<file path="src/rtl/alu_arbiter.sv">
// alu_arbiter: two requesters (p0 = EX stage, p1 = aux/debug) share one
// combinational ALU. A request is captured into operand registers, executed
// for one cycle, and the registered result is held on rsp_data until the
// granted port takes it. Each port has a 16-bit completed-operation counter.
//
// Build option:
//   ALU_ARB_RR_EN  defined   -> round-robin between the two ports
//                  undefined -> fixed priority, port 0 wins
//
// Operation codes: 0 add, 1 sub, 2 ori, 3 lui; every other code yields 0.
module alu_arbiter (
    input  logic        clk,
    input  logic        reset_n,

    input  logic        p0_req_valid,
    output logic        p0_req_ready,
    input  logic [31:0] p0_req_a,
    input  logic [31:0] p0_req_b,
    input  logic [2:0]  p0_req_ctrl,
    output logic        p0_rsp_valid,
    input  logic        p0_rsp_ready,

    input  logic        p1_req_valid,
    output logic        p1_req_ready,
    input  logic [31:0] p1_req_a,
    input  logic [31:0] p1_req_b,
    input  logic [2:0]  p1_req_ctrl,
    output logic        p1_rsp_valid,
    input  logic        p1_rsp_ready,

    output logic [31:0] rsp_data,
    output logic        busy,
    output logic [15:0] served_cnt0,
    output logic [15:0] served_cnt1
);

    localparam logic [2:0] ALU_ADD = 3'd0;
    localparam logic [2:0] ALU_SUB = 3'd1;
    localparam logic [2:0] ALU_ORI = 3'd2;
    localparam logic [2:0] ALU_LUI = 3'd3;

    typedef enum logic [1:0] {IDLE, EXEC, RESP} state_t;

    typedef struct packed {
        logic [31:0] a;
        logic [31:0] b;
        logic [2:0]  ctrl;
    } alu_op_t;

    state_t      state;
    alu_op_t     op;
    logic        gnt;
    logic        last;

    logic        gnt_c;
    logic        accept;
    logic        rsp_take;
    alu_op_t     req_c;
    logic [31:0] alu_y;

    // Pick the winning port from the request valids (meaningful in IDLE only)
    always_comb begin
        gnt_c = 1'b0;
`ifdef ALU_ARB_RR_EN
        if (p0_req_valid && p1_req_valid)
            gnt_c = ~last;
        else
            gnt_c = p1_req_valid;
`else
        gnt_c = ~p0_req_valid & p1_req_valid;
`endif
    end

`ifndef ALU_ARB_RR_EN
    // last is kept up to date in both builds but only steers round-robin
    logic unused_last;
    assign unused_last = last;
`endif

    // Ready never looks at rsp_ready, so no combinational path loops back
    assign p0_req_ready = (state == IDLE) && p0_req_valid && !gnt_c;
    assign p1_req_ready = (state == IDLE) && p1_req_valid &&  gnt_c;
    assign accept       = p0_req_ready | p1_req_ready;

    assign req_c = gnt_c ? alu_op_t'{p1_req_a, p1_req_b, p1_req_ctrl}
                         : alu_op_t'{p0_req_a, p0_req_b, p0_req_ctrl};

    // Non-granted port's rsp_ready has no effect
    assign rsp_take = gnt ? p1_rsp_ready : p0_rsp_ready;

    // Shared ALU, fed only from the captured operand registers
    always_comb begin
        alu_y = '0;
        case (op.ctrl)
            ALU_ADD: alu_y = op.a + op.b;
            ALU_SUB: alu_y = op.a - op.b;
            ALU_ORI: alu_y = op.a | {16'h0000, op.b[15:0]};
            ALU_LUI: alu_y = {op.b[15:0], 16'h0000};
            default: alu_y = '0;
        endcase
    end

    // Control FSM: capture, execute, hold result until the owner takes it
    always_ff @(posedge clk or negedge reset_n) begin
        if (!reset_n) begin
            state        <= IDLE;
            gnt          <= 1'b0;
            last         <= 1'b1;
            op           <= '0;
            rsp_data     <= '0;
            served_cnt0  <= '0;
            served_cnt1  <= '0;
            p0_rsp_valid <= 1'b0;
            p1_rsp_valid <= 1'b0;
            busy         <= 1'b0;
        end else begin
            case (state)
                IDLE: begin
                    if (accept) begin
                        op    <= req_c;
                        gnt   <= gnt_c;
                        busy  <= 1'b1;
                        state <= EXEC;
                    end
                end
                EXEC: begin
                    rsp_data     <= alu_y;
                    p0_rsp_valid <= ~gnt;
                    p1_rsp_valid <=  gnt;
                    state        <= RESP;
                end
                RESP: begin
                    if (rsp_take) begin
                        if (gnt)
                            served_cnt1 <= served_cnt1 + 16'd1;
                        else
                            served_cnt0 <= served_cnt0 + 16'd1;
                        last         <= gnt;
                        p0_rsp_valid <= 1'b0;
                        p1_rsp_valid <= 1'b0;
                        busy         <= 1'b0;
                        state        <= IDLE;
                    end
                end
                default: state <= IDLE;
            endcase
        end
    end

endmodule

</file>
<file path="config.mk">
export PLATFORM = sky130hd
export DESIGN_NAME = alu_arbiter
export DESIGN_NICKNAME = d
export VERILOG_FILES = /design/src/rtl/alu_arbiter.sv
export SDC_FILE = /design/constraint.sdc
export NUM_CORES = 1
export LEC_CHECK = 0
export ABC_AREA = 1
export CAP_MARGIN = 25
export CORE_UTILIZATION = 30
export DETAILED_ROUTE_END_ITERATION = 16
export GPL_ROUTABILITY_DRIVEN = 0
export PLACE_DENSITY_LB_ADDON = 0.2
export SYNTH_ARGS = -nofsm -noshare
export SYNTH_HDL_FRONTEND = slang
export SYNTH_SLANG_ARGS = --single-unit
</file>
<file path="constraint.sdc">
create_clock -name clk -period 4.92 [get_ports clk]
set_clock_uncertainty 0.2 [all_clocks]
set_input_delay 0.984 -clock clk [delete_from_list [all_inputs] [get_ports clk]]
set_output_delay 0.984 -clock clk [all_outputs]
set_load 0.05 [all_outputs]
</file>
Word level (Yosys, flattened, before mapping)
Cells that the tools add are included.
{ "word_totals": {"register_bits": 137, "input_bits": 140, "output_inout_bits": 69, "word_cells": 53} }
{ "classes": {"addsub": 4, "eq_ne": 7, "n_mux": 11, "n_bitwise": 5, "reduce_logical": 15} }
{ "ops": {"columns": ["op", "count"], "rows": [
  ["32-bit one-hot mux with 4 select lines", 1],
  ["67-bit 2-to-1 mux", 1],
  ["16-bit by 1-bit adder with 16-bit output (second input constant)", 2],
  ["32-bit adder", 1],
  ["32-bit by 16-bit bitwise OR with 32-bit output", 1],
  ["32-bit subtractor", 1],
  ["3-bit AND reduction", 3],
  ["3-bit by 2-bit == test with 1-bit output (second input constant)", 2],
  ["1-bit one-hot mux with 2 select lines", 3],
  ["2-bit one-hot mux with 3 select lines", 1],
  ["2-bit AND reduction", 3],
  ["1-bit logical AND", 4],
  ["2-bit 2-to-1 mux", 2],
  ["2-bit != test (second input constant)", 2],
  ["2-bit nonzero test", 2],
  ["3-bit by 1-bit == test with 1-bit output (second input constant)", 1],
  ["3-bit logical NOT", 1],
  ["1-bit 2-to-1 mux", 3],
  ["2-bit by 1-bit == test with 1-bit output (second input constant)", 1],
  ["2-bit == test (second input constant)", 1],
  ["2-bit logical NOT", 1],
  ["1-bit NOT", 2],
  ["1-bit bitwise AND", 1],
  ["1-bit logical NOT", 1],
  ["1-bit bitwise OR", 1]
]} }

Logic depth before layout (Yosys ltp)
Gate-level depths: netlist (run 1).
{ "depth": {"depth_word": 7, "mapped_depth": 25, "ltp_nobuf": 25} }

Worst setup path before layout (run 1)
Ideal clock, no wire load.
{ "synth_timing": {"path_type": "input to output", "from": "input port p1_req_valid", "to": "output port p1_req_ready", "arrival_time_ns": 2.411, "required_ns": 3.736, "setup_slack_ns": 1.325, "cell_stages": 6, "path_buffers": 2, "cell_sequence": "inv_1 > nor2_1 > clkinv_1 > buf_2 > buf_1 > nor2_1"} }
{ "synth_between": {"elab_chain_cells": 2, "elab_cells_between_ends": 3, "cone_classes": "1 x bitwise; 2 x reduce/logical"} }
{ "synth_lines": {"columns": ["element", "line", "source"], "rows": [
  ["start: declaration", "23", "input logic p1_req_valid,"],
  ["1-bit bitwise AND or 1-bit logical AND (tied branches)", "70, 82", null],
  ["1-bit logical AND *", "82", "assign p1_req_ready = (state == IDLE) && p1_req_valid && gnt_c;"],
  ["end: declaration", "24", "output logic p1_req_ready,"]
]} }
Every way passes the cells marked *; elsewhere a longest branch is shown, timed or not.

Worst setup path in the final report (run 1)
{ "layout_timing": {"from": "input port p0_req_valid", "to": "output port p0_req_ready"} }
{ "layout_between": {"elab_chain_cells": 4, "elab_cells_between_ends": 5, "cone_classes": "2 x bitwise; 3 x reduce/logical"} }
{ "layout_lines": {"columns": ["element", "line", "source"], "rows": [
  ["start: declaration", "15", "input logic p0_req_valid,"],
  ["1-bit NOT", "70", "gnt_c = ~p0_req_valid & p1_req_valid;"],
  ["1-bit bitwise AND", "70", null],
  ["1-bit logical NOT", "81", "assign p0_req_ready = (state == IDLE) && p0_req_valid && !gnt_c;"],
  ["1-bit logical AND *", "81", null],
  ["end: declaration", "16", "output logic p0_req_ready,"]
]} }
Marks and branches as above.

==> metrics.log, run 1 <==
INFO  metric die_height = 181.7 um
INFO  metric power_frac_comb = 0.653
INFO  metric mappedNetlistArea = 9688 um^2
INFO  metric cp_slowest_stage_delay = 0.82 ns
INFO  metric synth_edf_count = 0
INFO  metric clk_pin_slew_worst_paths = 0.06 ns
INFO  metric max_fanout_on_critical_path = 3
INFO  metric floorplan.initialDensity = 0.3062
INFO  metric async_reset_ff_frac = 1.000
INFO  metric irDropWorstVdd = 337.2 uV
INFO  metric finish.utilization = 0.4056
INFO  metric sum_of_buffers_and_inverters_on_the_critical_path = 3
INFO  metric mappedNetlistNets = 1571
INFO  metric leading_cell_type_in_the_layout_fill_and_taps_excluded = sky130_fd_sc_hd__nand2_1
INFO  metric run_status = completed
INFO  metric vias = 9749
INFO  metric rsz_0062_raised_after_global_routing = no
INFO  metric power.density = 777.8 nW/um^2
INFO  metric postSynthAreaPerCell = 6.945 um^2
INFO  metric insertion_delay_of_the_later_clocked_pin_in_the_worst_skew_pair = 0.44 ns
INFO  metric htreeDepth = 4
INFO  metric hpwl = 25.81 mm
INFO  metric floorplan.die.width = 181.7 um
INFO  metric clock.fmax = 264.0 MHz
INFO  metric rows = 65
INFO  metric fin_crit_sh = 0.7699
INFO  metric path_class = input port to primary output
INFO  metric setup_violations = 0
INFO  metric worst_path_most_repeated_cell = sky130_fd_sc_hd__clkdlybuf4s50_1
INFO  metric timing.setup.tns = 0 ns
INFO  metric antenna_found_initial = 0
INFO  metric post_cts_buffers = 0
INFO  metric worstPathRequired = 3.74 ns
INFO  metric top_family_by_delay_on_critical_path = buffers and inverters
INFO  metric final_design_area_no_fill = 12830 um^2
INFO  metric io_buffers = 208
INFO  metric core_area = 31640 um^2
INFO  metric cp.arrival = 2.60 ns
INFO  metric yosys.cell_types.count = 44
INFO  metric drt-wirelength-per-cell = 16.41 um
INFO  metric cts_hold_repair.buffers = 0
INFO  metric route.detailed.drc = 0
INFO  metric globalRoute.totalOverflow = 0
INFO  metric post_synth_inst_count = 1395
INFO  metric transition_time_at_the_pin_with_the_least_slew_margin = 1.035 ns
INFO  metric timing.critical_path.from_type = input port
INFO  metric synth-warning-count = 0
INFO  metric crit_chain = clkdlybuf4s50_1, inv_1, nor2_1, clkdlybuf4s50_1
INFO  metric total_power = 9.980 mW
INFO  metric route.antenna.remaining_nets = 0
INFO  metric tritoncts.num_buffers = 17
INFO  metric maxSlewHeadroom = 0.3062
INFO  metric worst_setup_path_end_kind = primary output
INFO  metric detailed_place.area = 12250 um^2
INFO  metric cts.sink_count = 137
INFO  metric power.leakage = 6.343 nW
INFO  metric io_pins = 209
INFO  metric period_needed = 3.788 ns
INFO  metric yosys_register_bits = 137
INFO  metric die_area = 33020 um^2
INFO  metric area_delta_synth_final = 32.44%
INFO  metric fillerInstances = 3288
INFO  metric power.internal = 4.454 mW
INFO  metric first_global_vias = 9405
INFO  metric postRouteWirelength = 32.92 mm
INFO  metric layout_common_cells = 437 x sky130_fd_sc_hd__nand2_1, 216 x sky130_fd_sc_hd__nor2_1, 206 x sky130_fd_sc_hd__clkdlybuf4s50_1
INFO  metric finalNetCount = 1766
INFO  metric dr.first_iter.drc_count = 680
INFO  metric net-switching-power = 5.526 mW
INFO  metric hold_violations = 0
INFO  metric netSwitchingFraction = 0.5537
INFO  metric drt-vias-per-instance = 4.860
INFO  metric maxCapViolations = 0
INFO  metric grtUsageTotal = 0.2048
INFO  metric postSynth.topFlopCell = sky130_fd_sc_hd__dfrtp_1
INFO  metric layout-drive-gt1-share = 0.05739
INFO  metric maxSlewViolCount = 0
INFO  metric cts_root_buffer = sky130_fd_sc_hd__clkbuf_16
INFO  metric r2r_slack = 1.30 ns
INFO  metric grt_pass1_wl = 52.43 mm
INFO  metric ys_seq_area_frac = 0.3539
INFO  metric worst_path_max_delay_cell = sky130_fd_sc_hd__clkdlybuf4s50_1
INFO  metric power.share.clock = 0.128
INFO  metric cts-root-to-sink-buffers = 2
INFO  metric number_of_gates_resized_after_cts = 0
INFO  metric power.sequential.fraction = 0.219
INFO  metric tritoncts = built
INFO  metric worst_hold_path_type = flip-flop to flip-flop
INFO  metric grt_start_max_net_pins = 76
INFO  metric drtPass1Iterations = 5
area by class of cell:
class                           instances  area (um^2)  share of cell area
Multi-Input combinational cell       1061         5527              0.4307
Sequential cell                       137         3428              0.2672
Timing Repair Buffer                  221         2220              0.1730
Inverter                              152        573.1             0.04466
Tap cell                              402        503.0             0.03920
Clock buffer                           17        425.4             0.03315
Clock inverter                         15        152.6             0.01190
Antenna cell                            1        2.502           0.0001950
Yosys cell counts, types with 8 or more instances:
master	n	area (um^2)
sky130_fd_sc_hd__a21oi_1	36	180.2
sky130_fd_sc_hd__a22oi_1	16	120.1
sky130_fd_sc_hd__buf_2	14	70.07
sky130_fd_sc_hd__clkbuf_1	30	112.6
sky130_fd_sc_hd__dfrtp_1	137	3428
sky130_fd_sc_hd__ha_1	35	437.9
sky130_fd_sc_hd__inv_1	147	551.8
sky130_fd_sc_hd__nand2_1	437	1640
sky130_fd_sc_hd__nand3_1	49	245.2
sky130_fd_sc_hd__nand4_1	14	87.58
sky130_fd_sc_hd__nor2_1	218	818.3
sky130_fd_sc_hd__nor2_4	8	90.09
sky130_fd_sc_hd__nor3_1	14	70.07
sky130_fd_sc_hd__o21ai_0	45	225.2
sky130_fd_sc_hd__o31ai_1	69	518.0
sky130_fd_sc_hd__xnor2_1	26	227.7
sky130_fd_sc_hd__xor2_1	39	341.6
worst paths after layout:
check                      cells past startpoint    startpoint              end
setup / recovery                               4  p0_req_valid     p0_req_ready
hold / removal                                 2  rsp_data[26]     rsp_data[26]
setup reg to reg                              20         op[8]     rsp_data[30]
hold reg to reg                                2  rsp_data[26]     rsp_data[26]
max in group asynchronous                      2       reset_n            op[4]
min in group asynchronous                      1       reset_n  served_cnt1[15]
metrics by stage:
stage	hold WS (ns)	instances	setup WS, ns
2_1_floorplan	0.2517	1395	1.325
3_3_place_gp	0.2611	1972	1.125
3_5_place_dp	0.2666	1973	1.130
4_1_cts	0.2805	2005	1.128
5_1_grt	0.2885	2005	1.005
6_report	0.2778	2006	1.132
cells by family after synthesis:
| kind of cell | Yosys count | synth area share |
|---|---|---|
| simple gates | 774 | 0.3390 |
| buf+inv | 197 | 0.07839 |
| compound gates | 186 | 0.1227 |
| flops | 137 | 0.3539 |
| xor+xnor | 65 | 0.05876 |
| fa+ha+maj | 36 | 0.04727 |
power by group through the flow:
stage	sequential, mW	clock [mW]	combinational, mW
6_report	2.18	1.28	6.52
3_5_place_dp	2.20	0	6.41
5_1_grt	2.24	1.37	7.27
3_3_place_gp	2.19	0	6.38
2_1_floorplan	2.37	0	4.18
4_1_cts	2.18	1.31	6.44
sequential cells by signal (all words and copies together) (netlist names):
signal and count:
op 67, busy 1, state 2, served_cnt0 16, p0_rsp_valid 1, served_cnt1 16
p1_rsp_valid 1, rsp_data 32, gnt 1
worst register-to-register path, cell delays in order, from the launching register on:
cell                      delay (ns)
sky130_fd_sc_hd__dfrtp_1        0.56
sky130_fd_sc_hd__nor2_4         0.21
sky130_fd_sc_hd__nand2_1        0.10
sky130_fd_sc_hd__nor2_2         0.16
sky130_fd_sc_hd__nand2_1        0.13
sky130_fd_sc_hd__nor2_2         0.12
sky130_fd_sc_hd__nand2_2        0.09
sky130_fd_sc_hd__o21ai_2        0.15
sky130_fd_sc_hd__o21ai_1        0.10
sky130_fd_sc_hd__xnor2_1        0.22
sky130_fd_sc_hd__ha_1           0.34
sky130_fd_sc_hd__a21oi_1        0.34
sky130_fd_sc_hd__nand2_1        0.13
sky130_fd_sc_hd__nand2_1        0.07
sky130_fd_sc_hd__nand3_1        0.06
sky130_fd_sc_hd__a21oi_1        0.19
sky130_fd_sc_hd__nand3_1        0.10
sky130_fd_sc_hd__nand3_1        0.09
sky130_fd_sc_hd__nand2_1        0.05
sky130_fd_sc_hd__nand2_1        0.06
sky130_fd_sc_hd__nand2_1        0.05
layer usage:
metal	routed length, um	track usage	vias to the layer above	part of all wire
met5	0	0	-	0
met4	691	0.05627	0	0.021
met3	1987	0.03871	39	0.060
met2	14410	0.3138	287	0.44
met1	15830	0.2924	4562	0.48
li1	-	-	4861	-
Power figures use the tool's default switching activity.
==> run 2: changes to the inputs <==
==> constraint.sdc (replaced) <==
create_clock -name clk -period 3.4 [get_ports clk]
set_clock_uncertainty 0.2 [all_clocks]
set_input_delay 0.68 -clock clk [delete_from_list [all_inputs] [get_ports clk]]
set_output_delay 0.68 -clock clk [all_outputs]
set_load 0.05 [all_outputs]
==> run 2 against run 1 <==
Compared with the run above:
- the run now ends with negative setup slack left
- first-iteration DRC count rose by 16%
- total power up 57%
- count of clock-buffer cells in the layout up 1
- combinational power increased by 66%
- setup slack worse by 1.2 ns
- global-route usage is 0.78 points higher
- die area unchanged
- cell count increased by 2.4%
- register-to-register slack worse by 1.3 ns
- sequential power up 36%
- largest power group unchanged
==> metrics.log, run 2 (synthesized netlist as in run 1, its figures left out) <==
INFO  metric total_power = 15.70 mW
INFO  metric worstPathRequired = 3.52 ns
INFO  metric floorplan.die.width = 181.7 um
INFO  metric gr-usage-met3 = 0.03751
INFO  metric path_class = flip-flop to flip-flop
INFO  metric core_area = 31640 um^2
INFO  metric grt_start_max_net_pins = 71
INFO  metric setup_violations = 2
INFO  metric fin_crit_sh = 1.011
INFO  metric die_height = 181.7 um
INFO  metric io_pins = 209
INFO  metric r2r_slack = -0.04 ns
INFO  metric grt.met1_usage = 0.3037
INFO  metric max_fanout_on_critical_path = 4
INFO  metric io_buffers = 208
INFO  metric rows = 65
INFO  metric grt_pass1_wl = 54.41 mm
INFO  metric grtUsageTotal = 0.2127
INFO  metric tritoncts.num_buffers = 17
INFO  metric hold_violations = 0
INFO  metric dr.first_iter.drc_count = 786
INFO  metric irDropWorstVdd = 528.1 uV
INFO  metric clk_pin_slew_worst_paths = 0.07 ns
INFO  metric floorplan.initialDensity = 0.3062
INFO  metric cts.sink_count = 137
INFO  metric route.antenna.remaining_nets = 0
INFO  metric met2_usage = 0.3203
INFO  metric cts_root_buffer = sky130_fd_sc_hd__clkbuf_16
INFO  metric postRouteWirelength = 34.59 mm
INFO  metric final_design_area_no_fill = 13480 um^2
INFO  metric vias = 10113
INFO  metric htreeDepth = 4
INFO  metric first_global_vias = 9772
INFO  metric route.detailed.drc = 0
INFO  metric grt_busiest_layer = met2
INFO  metric antenna_found_initial = 0
INFO  metric power.density = 1165 nW/um^2
INFO  metric finalNetCount = 1816
INFO  metric numPlacedInstances = 2016
INFO  metric globalRoute.totalOverflow = 0
INFO  metric violations = negative setup slack
INFO  metric maxSlewHeadroom = 0.5459
INFO  metric hpwl = 27.32 mm
INFO  metric maxSlewViolCount = 0
INFO  metric layout-drive-gt1-share = 0.1186
INFO  metric drt-vias-per-instance = 4.921
INFO  metric worst_setup_path_end_kind = flip-flop
INFO  metric transition_time_at_the_pin_with_the_least_slew_margin = 0.6812 ns
INFO  metric timing.hold.ws = 0.03352 ns
INFO  metric die_area = 33020 um^2
INFO  metric maxCapViolations = 0
INFO  metric worst_hold_path_type = input port to asynchronous set/reset pin
INFO  metric run_status = complete, but fails checks
INFO  metric area_delta_synth_final = 39.17%
INFO  metric tritoncts = built
INFO  metric fillerInstances = 3255
INFO  metric layout_common_cells = 425 x sky130_fd_sc_hd__nand2_1, 205 x sky130_fd_sc_hd__clkdlybuf4s50_1, 197 x sky130_fd_sc_hd__nor2_1
INFO  metric clock.fmax = 290.9 MHz
INFO  metric cp.arrival = 3.56 ns
INFO  metric timing.critical_path.from_type = flip-flop
INFO  metric setup_ws = -0.03733 ns
INFO  metric rsz_0062_raised_after_global_routing = yes
INFO  metric insertion_delay_of_the_later_clocked_pin_in_the_worst_skew_pair = 0.43 ns
INFO  metric period_needed = 3.437 ns
INFO  metric power.leakage = 6.618 nW
INFO  metric largest_register_ffs = 67
INFO  metric cts_hold_repair.buffers = 0
INFO  metric reg.largest.list = op x67, rsp_data x32
INFO  metric final_antenna_diode_count = 0
INFO  metric detailed_place.area = 12620 um^2
INFO  metric leading_cell_type_in_the_layout_fill_and_taps_excluded = sky130_fd_sc_hd__nand2_1
INFO  metric drtPass1Iterations = 5
INFO  metric cts-root-to-sink-buffers = 2
INFO  metric registers.top_by_ff_count = op
INFO  metric stdcell_count = 2055
INFO  metric drt-wirelength-per-cell = 16.83 um
run 2: changes by cell type in the layout (fill, tap and decap cells not counted), sizes merged:
cell	previous run	this run
diode	1	0
buf	15	66
inv	162	159
clkdlybuf4s50	206	205
bufinv	0	3
clkbuf	17	18
clkinv	5	1
clkinvlp	0	3
run 2: per-layer routing:
layer / vias to the layer above / part of all wire
met3: 62 / 0.061
met4: 0 / 0.033
met5: - / 0
li1: 4965 / -
met2: 367 / 0.43
met1: 4719 / 0.47
run 2: what timing repair did:
action | 4_1_cts | 5_1_grt
buffers inserted | 0 | 7
setup endpoints to repair | 0 | 21
resized for setup | 0 | 60
run 2: final cells by class:
cell class	count	area (um^2)	area share
sequential	137	3431	0.2545
clock inverter	14	185.2	0.01373
multi-input combinational	1061	5723	0.4245
inverter	152	573.1	0.04250
timing repair buffer	271	2639	0.1957
clock buffer	18	429.2	0.03183
tap	402	503.0	0.03731
run 2: power by group:
| group | switching [mW] | internal (mW) | leakage, nW |
|---|---|---|---|
| registers | 0.710 | 2.26 | 1.73 |
| logic | 6.88 | 3.88 | 4.60 |
| clock network | 0.806 | 1.17 | 0.291 |
| total | 8.40 | 7.31 | 6.62 |
run 2: per-stage QoR:
stage | setup TNS [ns] | util | worst slack [ns]
finish | -0.04355 | 0.4262 | -0.03733
global route | -2.237 | 0.4262 | -0.2165
CTS | 0 | 0.4182 | 0.02531
detailed placement | 0 | 0.3988 | 0.04198
global placement | 0 | 0.3988 | 0.1038
floorplan | 0 | - | 0.4126
run 2: critical path, cell delays in order, from the launching register on:
cell                      delay (ns)
sky130_fd_sc_hd__dfrtp_1        0.37
sky130_fd_sc_hd__inv_1          0.11
sky130_fd_sc_hd__ha_4           0.15
sky130_fd_sc_hd__nand2_4        0.07
sky130_fd_sc_hd__nor2_4         0.13
sky130_fd_sc_hd__nand4_1        0.16
sky130_fd_sc_hd__nor2_1         0.14
sky130_fd_sc_hd__nand2_1        0.09
sky130_fd_sc_hd__o21ai_2        0.19
sky130_fd_sc_hd__o21ai_1        0.10
sky130_fd_sc_hd__xnor2_1        0.16
sky130_fd_sc_hd__ha_2           0.39
sky130_fd_sc_hd__nand2_2        0.13
sky130_fd_sc_hd__nor2_2         0.18
sky130_fd_sc_hd__nand2_1        0.10
sky130_fd_sc_hd__nor2_1         0.15
sky130_fd_sc_hd__nand2_1        0.13
sky130_fd_sc_hd__nand2_1        0.09
sky130_fd_sc_hd__nand2_1        0.05
sky130_fd_sc_hd__nand3_1        0.06
sky130_fd_sc_hd__nand2_1        0.05
sky130_fd_sc_hd__nand2_1        0.06
sky130_fd_sc_hd__nand2_1        0.05
run 2: final timing paths:
check	start	to	depth (start not counted)
setup / recovery	op[4]	rsp_data[29]	22
hold / removal	reset_n	served_cnt1[14]	1
setup reg to reg	op[4]	rsp_data[29]	22
hold reg to reg	served_cnt0[15]	served_cnt0[15]	1
max in group asynchronous	reset_n	op[14]	2
min in group clk	served_cnt0[15]	served_cnt0[15]	1
